`src/rtl/pipelined_addsub.sv`:
```
// Pipelined two's-complement add/sub, one SEG_WIDTH segment per stage, carry rippling stage to stage; ADDSUB_SAT_EN clamps the sum on overflow.
// Latency: STAGES (= WIDTH/SEG_WIDTH) register stages, one result per cycle at full rate.
// Backpressure: a stage holds while it and every stage after it are full and out_ready is low; in_ready follows combinationally.
module pipelined_addsub #(
    parameter int WIDTH     = 16,
    parameter int SEG_WIDTH = 4
) (
    input  logic             clk,
    input  logic             rst,
    input  logic             in_valid,
    output logic             in_ready,
    input  logic [WIDTH-1:0] a,
    input  logic [WIDTH-1:0] b,
    input  logic             cin,
    input  logic             op_sub,
    output logic             out_valid,
    input  logic             out_ready,
    output logic [WIDTH-1:0] sum,
    output logic             cout,
    output logic             overflow
);

    localparam int STAGES = WIDTH / SEG_WIDTH;
    localparam int LAST   = STAGES - 1;

    logic [STAGES-1:0] vld_q, vld_d;
    logic [STAGES-1:0] c_q, c_d;
    logic [STAGES-1:0] adv;
    logic [WIDTH-1:0]  a_q   [STAGES];
    logic [WIDTH-1:0]  a_d   [STAGES];
    logic [WIDTH-1:0]  b_q   [STAGES];
    logic [WIDTH-1:0]  b_d   [STAGES];
    logic [WIDTH-1:0]  sum_q [STAGES];
    logic [WIDTH-1:0]  sum_d [STAGES];
    logic              ovf_q, ovf_d;

    logic              src_v, src_c, tail_full;
    logic [WIDTH-1:0]  src_a, src_b, src_s;
    logic [SEG_WIDTH:0] seg;

    // Stage k may move iff the output drains or some stage from k onward has a hole.
    always_comb begin
        adv       = '0;
        tail_full = 1'b1;
        for (int k = 0; k < STAGES; k++) begin
            tail_full = 1'b1;
            for (int j = k; j < STAGES; j++) begin
                tail_full = tail_full & vld_q[j];
            end
            adv[k] = out_ready || !tail_full;
        end
    end

    always_comb begin
        vld_d = vld_q;
        c_d   = c_q;
        a_d   = a_q;
        b_d   = b_q;
        sum_d = sum_q;
        ovf_d = ovf_q;
        src_v = 1'b0;
        src_c = 1'b0;
        src_a = '0;
        src_b = '0;
        src_s = '0;
        seg   = '0;
        for (int k = 0; k < STAGES; k++) begin
            if (k == 0) begin
                src_v = in_valid;
                src_a = a;
                src_b = b ^ {WIDTH{op_sub}};
                src_c = cin ^ op_sub;
                src_s = '0;
            end else begin
                src_v = vld_q[(k == 0) ? 0 : k - 1];
                src_a = a_q[(k == 0) ? 0 : k - 1];
                src_b = b_q[(k == 0) ? 0 : k - 1];
                src_c = c_q[(k == 0) ? 0 : k - 1];
                src_s = sum_q[(k == 0) ? 0 : k - 1];
            end
            seg = {1'b0, src_a[k*SEG_WIDTH +: SEG_WIDTH]}
                + {1'b0, src_b[k*SEG_WIDTH +: SEG_WIDTH]}
                + {{SEG_WIDTH{1'b0}}, src_c};
            if (adv[k]) begin
                vld_d[k] = src_v;
                if (src_v) begin
                    a_d[k]   = src_a;
                    b_d[k]   = src_b;
                    c_d[k]   = seg[SEG_WIDTH];
                    sum_d[k] = src_s;
                    sum_d[k][k*SEG_WIDTH +: SEG_WIDTH] = seg[SEG_WIDTH-1:0];
                    if (k == LAST) begin
                        ovf_d = (src_a[WIDTH-1] == src_b[WIDTH-1]) &&
                                (sum_d[k][WIDTH-1] != src_a[WIDTH-1]);
`ifdef ADDSUB_SAT_EN
                        if (ovf_d) begin
                            sum_d[k] = src_a[WIDTH-1] ? {1'b1, {(WIDTH-1){1'b0}}}
                                                      : {1'b0, {(WIDTH-1){1'b1}}};
                        end
`else
`endif
                    end
                end
            end
        end
    end

    always_ff @(posedge clk) begin
        if (rst) begin
            vld_q <= '0;
            c_q   <= '0;
            ovf_q <= 1'b0;
            for (int k = 0; k < STAGES; k++) begin
                a_q[k]   <= '0;
                b_q[k]   <= '0;
                sum_q[k] <= '0;
            end
        end else begin
            vld_q <= vld_d;
            c_q   <= c_d;
            ovf_q <= ovf_d;
            for (int k = 0; k < STAGES; k++) begin
                a_q[k]   <= a_d[k];
                b_q[k]   <= b_d[k];
                sum_q[k] <= sum_d[k];
            end
        end
    end

    assign in_ready  = adv[0];
    assign out_valid = vld_q[LAST];
    assign sum       = sum_q[LAST];
    assign cout      = c_q[LAST];
    assign overflow  = ovf_q;

endmodule

```
`config.mk`:
```
export PLATFORM = sky130hd
export DESIGN_NAME = pipelined_addsub
export DESIGN_NICKNAME = d
export VERILOG_FILES = /design/src/rtl/pipelined_addsub.sv
export SDC_FILE = /design/constraint.sdc
export NUM_CORES = 1
export LEC_CHECK = 0
export BUFFER_PORTS_ARGS = -buffer_cell sky130_fd_sc_hd__buf_2
export CORE_AREA = 2 2 101 103
export CTS_CLUSTER_SIZE = 24
export DETAILED_ROUTE_END_ITERATION = 10
export DIE_AREA = 0 0 103 105
export SYNTH_ARGS = -nofsm -noshare
export SYNTH_HDL_FRONTEND = slang
export SYNTH_SLANG_ARGS = --single-unit
```
`constraint.sdc`:
```
create_clock -name clk -period 3.1 [get_ports clk]
set_input_delay 0.465 -clock clk [delete_from_list [all_inputs] [get_ports clk]]
set_output_delay 0.465 -clock clk [all_outputs]
set_load 0.05 [all_outputs]
```
* Word-level counts from Yosys, hierarchy flattened *
Cells that the tools add are included.

cells by class
  add/sub/neg operators = 8
  equal/unequal tests = 2
  bitwise logic cells = 8
  reductions and logical operators = 13

operator list
  cell               count
  $add 4x4->5        4
  $add 5x1->5        4
  $xor 16x16->16     1
  $reduce_and 2->1   4
  $and 1x1->1        6
  $logic_not 1->1    4
  $logic_or 1x1->1   4
  $eq 1x1->1         1
  $logic_and 1x1->1  1
  $ne 1x1->1         1
  $xor 1x1->1        1

storage, ports and cells
  register bits after elaboration = 145
  logic and storage cells = 50

* Depth between registers and ports, before layout *
Gate-level depths: netlist (run 1).

  word-level depth = 6
  gate-level depth with buffers = 8
  mapped depth without buffers = 7

* Least setup slack after synthesis (run 1) *
OpenSTA, ideal clock, no wires.

  kind = in2reg
  start point = input port op_sub
  end point = register c_q[0]
  data arrival time = 2.308 ns
  data required time = 2.960 ns
  slack = 0.653 ns
  stages = 8
  cells stage by stage = buf_2 buf_2 xor2_1 fa_1 fa_1 a21o_1 a211oi_1 nor3_1

on the way
  cells in the longest elaborated chain, start to end = 3

RTL lines
  item                  RTL line  text
  start, declared       15        input logic op_sub,
  $xor 16x16->16        71        src_b = b ^ {WIDTH{op_sub}};
  $add 4x4->5           82        + {1'b0, src_b[k*SEG_WIDTH +: SEG_WIDTH]}
  $add 5x1->5 *         83        + {{SEG_WIDTH{1'b0}}, src_c};
  end signal, assigned  111       c_q <= '0;
  end signal, assigned  120       c_q <= c_d;
  end, declared         27        logic [STAGES-1:0] c_q, c_d;

Every way passes the cells marked *; elsewhere a longest branch is shown, timed or not.
A chain may end at the register's enable or synchronous reset.

* Worst setup path after layout (run 1) *
  start point = register vld_q[2]
  end point = output port in_ready

on the way
  cells in the longest elaborated chain, start to end = 4

RTL lines
  item                       RTL line  text
  start, declared            26        logic [STAGES-1:0] vld_q, vld_d;
  start signal, assigned     119       vld_q <= vld_d;
  $and 1x1->1 (2 in series)  48        tail_full = tail_full & vld_q[j];
  $logic_not 1->1            50        adv[k] = out_ready || !tail_full;
  $logic_or 1x1->1           50
  end, declared              11        output logic in_ready,

No other way between the ends.

==> results of run 1 <==
==> per-layer routing <==
metal / up-vias / wire, um / track usage [%]
met5: - / 0 / 0
met4: 0 / 129 / 6.109
met3: 14 / 278 / 2.943
met2: 55 / 3271 / 22.77
met1: 1387 / 4238 / 23.08
li1: 1662 / - / -
==> layout make-up <==
type | count | share of cell area (%)
clock buffer | 10 | 2.724
clock inverter | 6 | 1.950
inverter | 7 | 0.5609
multi-input combinational | 339 | 42.66
sequential | 97 | 41.45
tap | 133 | 3.552
timing repair buffer | 63 | 7.105
==> how the worst max path moves through the flow <==
stage                           to  cells after the start
after CTS                 in_ready                      3
after detailed placement    c_q[0]                      7
after floorplan             c_q[0]                      8
final                     in_ready                      3
after global routing      in_ready                      3
after global placement      c_q[0]                      7
==> worst reg2reg max path: cells and delay by family (launching register included) <==
kind / cells / cell delay [ns]
fa+ha+maj: 2 / 0.92
compound gates: 2 / 0.42
flops: 1 / 0.34
simple gates: 1 / 0.08
==> logic make-up (layout without fill, tap and decap cells) <==
| kind of cell | Yosys count | in the layout | synth area share [%] |
|---|---|---|---|
| simple gates | 189 | 189 | 18.83 |
| compound gates | 108 | 108 | 16.39 |
| flops | 97 | 97 | 45.74 |
| buf+inv | 54 | 86 | 7.191 |
| xor+xnor | 22 | 22 | 4.539 |
| fa+ha+maj | 20 | 20 | 7.309 |
==> placed cells by master (no fill, tap or decap), types with 2 or more instances in the layout <==
cell type and n:
a21oi_1 76, or4_1 3, xnor2_1 16, a211oi_2 12, nand4b_1 4, clkbuf_8 9
clkinv_4 2, buf_2 56, dfxtp_1 97, inv_1 6, xor2_1 6, nor2_1 21
nand2_1 140, a21o_1 7, nand3b_1 5, buf_4 7, nor3_1 5, a211oi_1 7
fa_1 8, and2_1 2, bufinv_16 2, o311ai_0 2, ha_1 12, nand3_1 3
==> power breakdown <==
| group | switching (mW) | internal [mW] |
|---|---|---|
| Sequential | 0.0299 | 1.29 |
| Clock | 0.432 | 0.459 |
| Combinational | 0.143 | 0.102 |
| Total | 0.605 | 1.85 |
==> state kept, by name (all words and copies together), names as in the netlist <==
register  count
a_q          20
b_q          20
sum          16
src_s        12
sum_q        12
c_q           4
src_a         4
src_b         4
vld_q         4
overflow      1
==> stage by stage <==
step	hold slack, ns	area, sq um	total power, mW
floorplan	0.4319	4245	1.531
global placement	0.4399	4466	1.593
detailed placement	0.4439	4466	1.600
CTS	0.3243	4684	2.497
global route	0.3308	4684	2.584
finish	0.3363	4684	2.459
==> run metrics, run 1 <==
measured slew at the worst slew-check pin=just over 0.7 ns; Post-synth EDFFs=0; fillcell total=1009; placed insts=between 600 and 700; Avg Cell Area, Syn=8.664 sq um; residual DRC count=0; worst-path cell chain=and4b_1 -> nand2_1 -> buf_2; Unique masters post-synth=34; Max Cap Viol=0; critical path data required time=2.63 ns; post-synthesis sequential area ratio=between 40% and 50%; fmax=517.7 MHz; asr flop ratio synth=0%; Hold Crit Class=in2reg; reg2reg end=c_q[1]; vias in the first global route=just under 3000; Synth area leader=dfxtp_1; Area contributors post-synth=dfxtp_1, nand2_1, a21oi_1; CTS max path bufs=2; Layout Cells excl Fill=approximately 660; area of the multi-input gates=1998 sq um; Clk Latency, worst-skew pair=roughly 0.36 ns; Synth Net Count=548; DRT iter0 DRCs=around 100; root buffer cell=clkbuf_8; P_leak=1.839 nW; first-pass GRT wire length=about 14000 um; pin count of the biggest net entering global routing=71; Core Footprint=between 9000 and 10000 sq um; ANT nets after route=0; Post-Syn Instances=490; VDD IR max=about 0.00028 V; Slew headroom=51.62%; Syn-to-layout area delta=10.34%; Worst setup EP type=output pin; clock slew at reported path FFs=0.10 ns; TritonRoute pass-1 iters=4; Crit-path slowest cell=dfxtp_1; Post-CTS Setup Bufs=0; GPL Wtd Cong=about 0.74; # rows=36; final core area utilization=48.60%; I/O pins=58; WL final=7917 um; delay-heaviest family, CP=simple AND/OR/NAND/NOR gates; Final Worst Setup Slack=1.168 ns; Hold Path Origin=a[15]; Arr. time, crit path=1.47 ns; max incr delay on CP=a little over 0.4 ns; Top FF cell, synth=dfxtp_1; YS warnings=0; top cell type's share of synthesized area=45.74%; status=finished clean; Hold Vio Cnt, Final=0; Die Wd=103 um; GRT Util Overall=15.77%; Final HPWL DP=5558 um; Final min period=1.932 ns; CP Max Fanout=6; clock sinks=97; number of hold buffers added after cts=0; r2r setup slk=around 1.2 ns; Via density=4.760; Starting Density=44.04%; fin crit share=around 62%; die area=10820 sq um; Hold Path Sink=a_q[63]; via count=just over 3000; CTS tree=done; critical path class=reg2out; initial antenna violation count=0; Startpoint Class=register; Reg area=1942 sq um; H-tree levels=3; DP Worst Slack=0.8490 ns; post-cts sizing count=0; Worst setup startpoint=vld_q[2]; PD cells=524.9 nW/um^2; Reg2Reg Depth=5; CP Buf/Inv Count=1; fraction of layout cells with a size suffix above 1=18.01%; count leader, synth=nand2_1; setup TNS=0 ns; Antenna diodes=0; RR Startpoint=c_q[0]; drt wl/cell=12.09 um; Final Skew=between 0.009 and 0.01 ns; Die Ht=105 um; synthesized area=4245 sq um; I/O Buffers=57; Slew Limit Fails=0; TritonCTS Buffers=9; synthesized flop and latch total=97; RSZ-0062 raised after global routing=no; Min-Delay Path Depth=3; Layout Nets=~580; most instantiated cells after synthesis=nand2_1, dfxtp_1, a21oi_1; final setup fails=0; gr ovfl total=0
(Power assumes the default switching activity.)
==> run 2: changes to the inputs <==
Clock period 3.1 ns to 1.8 ns, I/O delays scaled along.
==> run 2 against run 1 <==
  * Critical path depth up 2
  * Core utilization rose by 0.74 points
  * Worst hold slack worse by 0.20 ns
  * Critical path type is now reg2reg
==> run metrics, run 2 (synthesis results as in run 1) <==
WL final=7768 um (-1.9%); die area=10820 sq um (unchanged); Startpoint Class=register; Final HPWL DP=5583 um (+0.45%); Hold Crit Class=in2reg; Final Skew=0.01173 ns (+0.002254 ns); I/O Buffers=57 (unchanged); Layout Nets=583 (+1.4%); Finished Cell Area=4756 sq um (+1.5%); Arr. time, crit path=1.95 ns (+0.48 ns); placed cell areas=4561 sq um (+2.1%); final setup fails=0 (unchanged); I/O pins=58 (unchanged); residual DRC count=0 (unchanged); clock sinks=97 (unchanged); setup TNS=0 ns (unchanged); Layout Cells excl Fill=663 (+1.2%); Antenna diodes=0 (unchanged); clock slew at reported path FFs=0.10 ns (about the same); root buffer cell=clkbuf_8; Core Footprint=9639 sq um (unchanged); Final min period=1.736 ns; Via density=4.676 (-1.8%); DP Worst Slack=-0.2694 ns (-1.118 ns); Slew headroom=50.50% (-1.1 points); fin crit share=96.42%; critical path data required time=2.02 ns (-0.61 ns); CTS tree=done; critical path class=reg2reg; measured slew at the worst slew-check pin=0.7425 ns (+0.01693 ns); Slew Limit Fails=0 (unchanged); CTS max path bufs=2 (unchanged); Worst setup EP type=register; Die Ht=105 um (unchanged); CP Max Fanout=2 (-4); commonest non-fill, non-tap cell in the layout=nand2_1; Hold Vio Cnt, Final=0 (unchanged); Clk Latency, worst-skew pair=0.36 ns (about the same); TritonCTS Buffers=9 (unchanged); Die Wd=103 um (unchanged); gr ovfl total=0 (unchanged); first-pass GRT wire length=13430 um (-2.6%); fmax=576.2 MHz; H-tree levels=3 (unchanged); status=finished clean; TritonRoute pass-1 iters=4 (unchanged); number of hold buffers added after cts=0 (unchanged); PD cells=845.1 nW/um^2 (+61%); Design Power=4.019 mW (+63%); final core area utilization=49.34% (+0.74 points); vias in the first global route=2893 (-1.5%); pin count of the biggest net entering global routing=69 (-2.8%); VDD IR max=0.0003500 V (+25%); fraction of layout cells with a size suffix above 1=20.94% (+2.9 points); # rows=36 (unchanged); r2r setup slk=0.06 ns (-1.18 ns); initial antenna violation count=0 (unchanged); ANT nets after route=0 (unchanged); Max Cap Viol=0 (unchanged); commonest cells after routing, fill and taps aside=nand2_1, dfxtp_1, a21oi_1, buf_2, nor2_1; placed insts=646 (+1.1%); GPL Wtd Cong=0.7777 (+5.6%); P_leak=1.853 nW (+0.78%); Syn-to-layout area delta=12.02%; GRT Util Overall=15.57% (-0.20 points); via count=3100 (-0.58%); Final Worst Setup Slack=0.06440 ns (-1.104 ns); DRT iter0 DRCs=116 (+13%); RSZ-0062 raised after global routing=no; final hold slack=0.1381 ns (-0.1982 ns); drt wl/cell=11.72 um (-3.1%); Starting Density=44.04% (unchanged)
-- run 2: cell count changes in the layout (fill, tap and decap cells not counted), moves of 2 or more --
cell	change
buf_12	+2
bufinv_16	-2
fa_2	+6
clkinvlp_4	+2
clkinv_4	-2
buf_4	+6
fa_1	-6
-- run 2: worst max-delay path, cell delays in order (launching register included) --
cell	delay (ns)
dfxtp_1	0.34
fa_2	0.41
fa_2	0.36
a21o_1	0.18
a211oi_1	0.22
nor3_1	0.07
-- run 2: power by group --
group / total [mW] / internal [mW] / switching [mW]
sequential: 2.28 / 2.23 / 0.0511
clock: 1.29 / 0.520 / 0.770
combinational: 0.452 / 0.200 / 0.252
-- run 2: what timing repair did --
action	CTS	global route
setup buffers	0	1
resized for setup	3	2
pin swaps	0	1
endpoints found under the setup margin	2	3
-- run 2: layout make-up --
class	count	area, sq um
flip-flops and latches	97	1942
clock inverters	6	48.80
well taps	133	166.4
repair buffers	71	417.9
multi-input cells	339	2027
clock buffers	10	127.6
inverters	7	26.28
fillers	1033	4883
-- run 2: final timing paths --
kind / startpoint / end / depth (start not counted)
worst max-delay path: b_q[52] / c_q[1] / 5
worst min-delay path: a[10] / a_q[58] / 3
worst max register to register: b_q[52] / c_q[1] / 5
worst min register to register: b_q[60] / b_q[44] / 2
-- run 2: per-layer routing --
| layer | global-route usage (%) | routed length (um) | vias to the layer above |
|---|---|---|---|
| li1 | - | - | 1677 |
| met1 | 22.77 | 4124 | 1359 |
| met2 | 22.45 | 3225 | 55 |
| met3 | 2.676 | 292 | 9 |
| met4 | 6.485 | 126 | 0 |
| met5 | 0 | 0 | - |
==> run 3: changes to the inputs <==
Settings changed: TNS_END_PERCENT set to 10.
Clock period 1.8 ns to 1.9 ns, I/O delays scaled along.
==> run 3 against run 2 <==
  * Largest power group unchanged
  * Highest routed layer unchanged
  * Routed wire length fell by 0.17%
  * Global-route usage is 0.26 points lower
  * Final cell count decreased by 0.60%
  * Clock power grew 9%
  * Core utilization is 0.052 points lower
  * Sequential share of layout area is essentially flat
  * Worst hold slack better by 0.017 ns
  * Critical path type unchanged
==> run metrics, run 3 (synthesis results as in run 1) <==
status=finished clean; drt wl/cell=11.77 um (+0.44%); via count=3131 (+1.0%); GRT Util Overall=15.31% (-0.26 points); CP Max Fanout=2 (unchanged); fin crit share=94.23% (-2.2 points); max incr delay on CP=0.47 ns (+0.06 ns); Final HPWL DP=5518 um (-1.2%); critical path class=reg2reg; fraction of layout cells with a size suffix above 1=19.96% (-0.98 points); Clock Power Share=35.1% (+3.0 points); GPL Wtd Cong=0.7901 (+1.6%); Slew Limit Fails=0 (unchanged); Core Footprint=9639 sq um (unchanged); Final Skew=0.01040 ns (-0.001333 ns); Final min period=1.790 ns (+0.05473 ns); Crit-path slowest cell=fa_1; delay-heaviest family, CP=adder cells; Worst setup startpoint=c_q[0]; Reg2Reg Depth=5 (unchanged); clock slew at reported path FFs=0.09 ns (about the same); final setup fails=0 (unchanged); commonest non-fill, non-tap cell in the layout=nand2_1; # rows=36 (unchanged); RR Startpoint=c_q[0]; PD cells=836.5 nW/um^2 (-1.0%); critical path data required time=2.12 ns (+0.10 ns); Hold Crit Class=in2reg; Arr. time, crit path=2.01 ns (+0.06 ns); combinational share of power=10.6% (-0.6 points); reg2reg end=c_q[1]; CTS max path bufs=2 (unchanged); Starting Density=44.04% (unchanged); Startpoint Class=register; I/O pins=58 (unchanged); number of hold buffers added after cts=0 (unchanged); fmax=558.6 MHz (-3.1%); Syn-to-layout area delta=11.91%; Post-CTS Setup Bufs=0 (unchanged); commonest cells after routing, fill and taps aside=nand2_1, dfxtp_1, a21oi_1, buf_2, nor2_1; r2r setup slk=0.11 ns (+0.05 ns); root buffer cell=clkbuf_8; residual DRC count=0 (unchanged); vias in the first global route=2866 (-0.93%); CTS tree=done; measured slew at the worst slew-check pin=0.7602 ns (+0.01770 ns); clock sinks=97 (unchanged); Int Pwr=2.927 mW (-0.63%); Crit. path cell count=5 (unchanged); placed insts=643 (-0.46%); Clk Latency, worst-skew pair=0.36 ns (about the same); Final Worst Setup Slack=0.1097 ns (+0.04527 ns); Die Ht=105 um (unchanged); P_sw=1.047 mW (-2.5%); pin count of the biggest net entering global routing=66 (-4.3%); ANT nets after route=0 (unchanged); Hold Vio Cnt, Final=0 (unchanged); Slew headroom=49.32% (-1.2 points); Die Wd=103 um (unchanged); initial antenna violation count=0 (unchanged); crit path to=c_q[1]; DRT iter0 DRCs=128 (+10%); WL final=7755 um (-0.17%); I/O Buffers=57 (unchanged); worst-path cell chain=fa_1 -> fa_2 -> a21o_1 -> a211oi_1 -> nor3_1; TritonCTS Buffers=9 (unchanged); Layout Cells excl Fill=659 (-0.60%); Via density=4.751 (+1.6%); P_leak=1.854 nW (about the same); Worst setup EP type=register; DP Worst Slack=-0.1173 ns (+0.1521 ns); post-cts sizing count=0 (-3); Antenna diodes=0 (unchanged); RSZ-0062 raised after global routing=no; gr ovfl total=0 (unchanged); first-pass GRT wire length=13230 um (-1.4%); Max Cap Viol=0 (unchanged); CP Buf/Inv Count=0 (unchanged); VDD IR max=0.0004490 V (+28%); die area=10820 sq um (unchanged); Layout Nets=579 (-0.69%); H-tree levels=3 (unchanged); Sequential Power Share=54.3% (-2.4 points); Sw Share=26.34% (-0.37 points); TritonRoute pass-1 iters=4 (unchanged)
-- run 3: cell count changes in the layout (fill, tap and decap cells not counted), sizes merged --
cell / previous run / this run
buf: 71 / 67
bufinv: 0 / 1
clkbuf: 10 / 9
clkinvlp: 2 / 1
inv: 10 / 11
-- run 3: how the worst min path moves through the flow --
stage | start | end | slack (ns) | cells after the start
after CTS | a[10] | a_q[58] | 0.14 | 3
after global routing | a[10] | a_q[58] | 0.13 | 3
after detailed placement | sum[11] | sum[11] | 0.45 | 2
after global placement | sum[11] | sum[11] | 0.44 | 2
final | a[10] | a_q[58] | 0.15 | 3
after floorplan | in_valid | vld_q[0] | 0.40 | 2
-- run 3: area by class of cell --
| cell class | count | area, sq um |
|---|---|---|
| clock buffer | 9 | 123.9 |
| clock inverter | 7 | 83.83 |
| fill | 1013 | 4888 |
| inverter | 7 | 26.28 |
| multi-input combinational | 339 | 2021 |
| sequential | 97 | 1942 |
| tap | 133 | 166.4 |
| timing repair buffer | 67 | 387.9 |
-- run 3: per-layer routing --
layer  part of all wire, %  GRT usage [%]
met3                   4.3          2.809
met5                     0              0
met4                   1.7          6.485
met1                    53          22.82
met2                    41          21.38
-- run 3: metrics by stage --
| stage | util [%] | hold WS (ns) | TNS, ns | power, mW | area (sq um) |
|---|---|---|---|---|---|
| 2_1_floorplan | - | 0.4024 | -0.1447 | 2.513 | 4293 |
| 3_3_place_gp | 47.08 | 0.4409 | -0.1440 | 2.620 | 4538 |
| 3_5_place_dp | 47.08 | 0.4453 | -0.2597 | 2.629 | 4538 |
| 4_1_cts | 49.23 | 0.1416 | 0 | 4.019 | 4746 |
| 5_1_grt | 49.29 | 0.1321 | 0 | 4.170 | 4751 |
| 6_report | 49.29 | 0.1547 | 0 | 3.974 | 4751 |
-- run 3: worst reg2reg max path, delay by kind of cell, from the launching register on --
family,cells,cell delay [ns]
fa+ha+maj,2,0.84
compound gates,2,0.40
flops,1,0.34
simple gates,1,0.08
-- run 3: power by group through the flow --
stage	registers (mW)	logic (mW)	clock network, mW
after floorplan	2.20	0.317	0
after global placement	2.20	0.417	0
after detailed placement	2.20	0.424	0
after CTS	2.16	0.427	1.43
after global routing	2.17	0.475	1.52
final	2.16	0.421	1.40
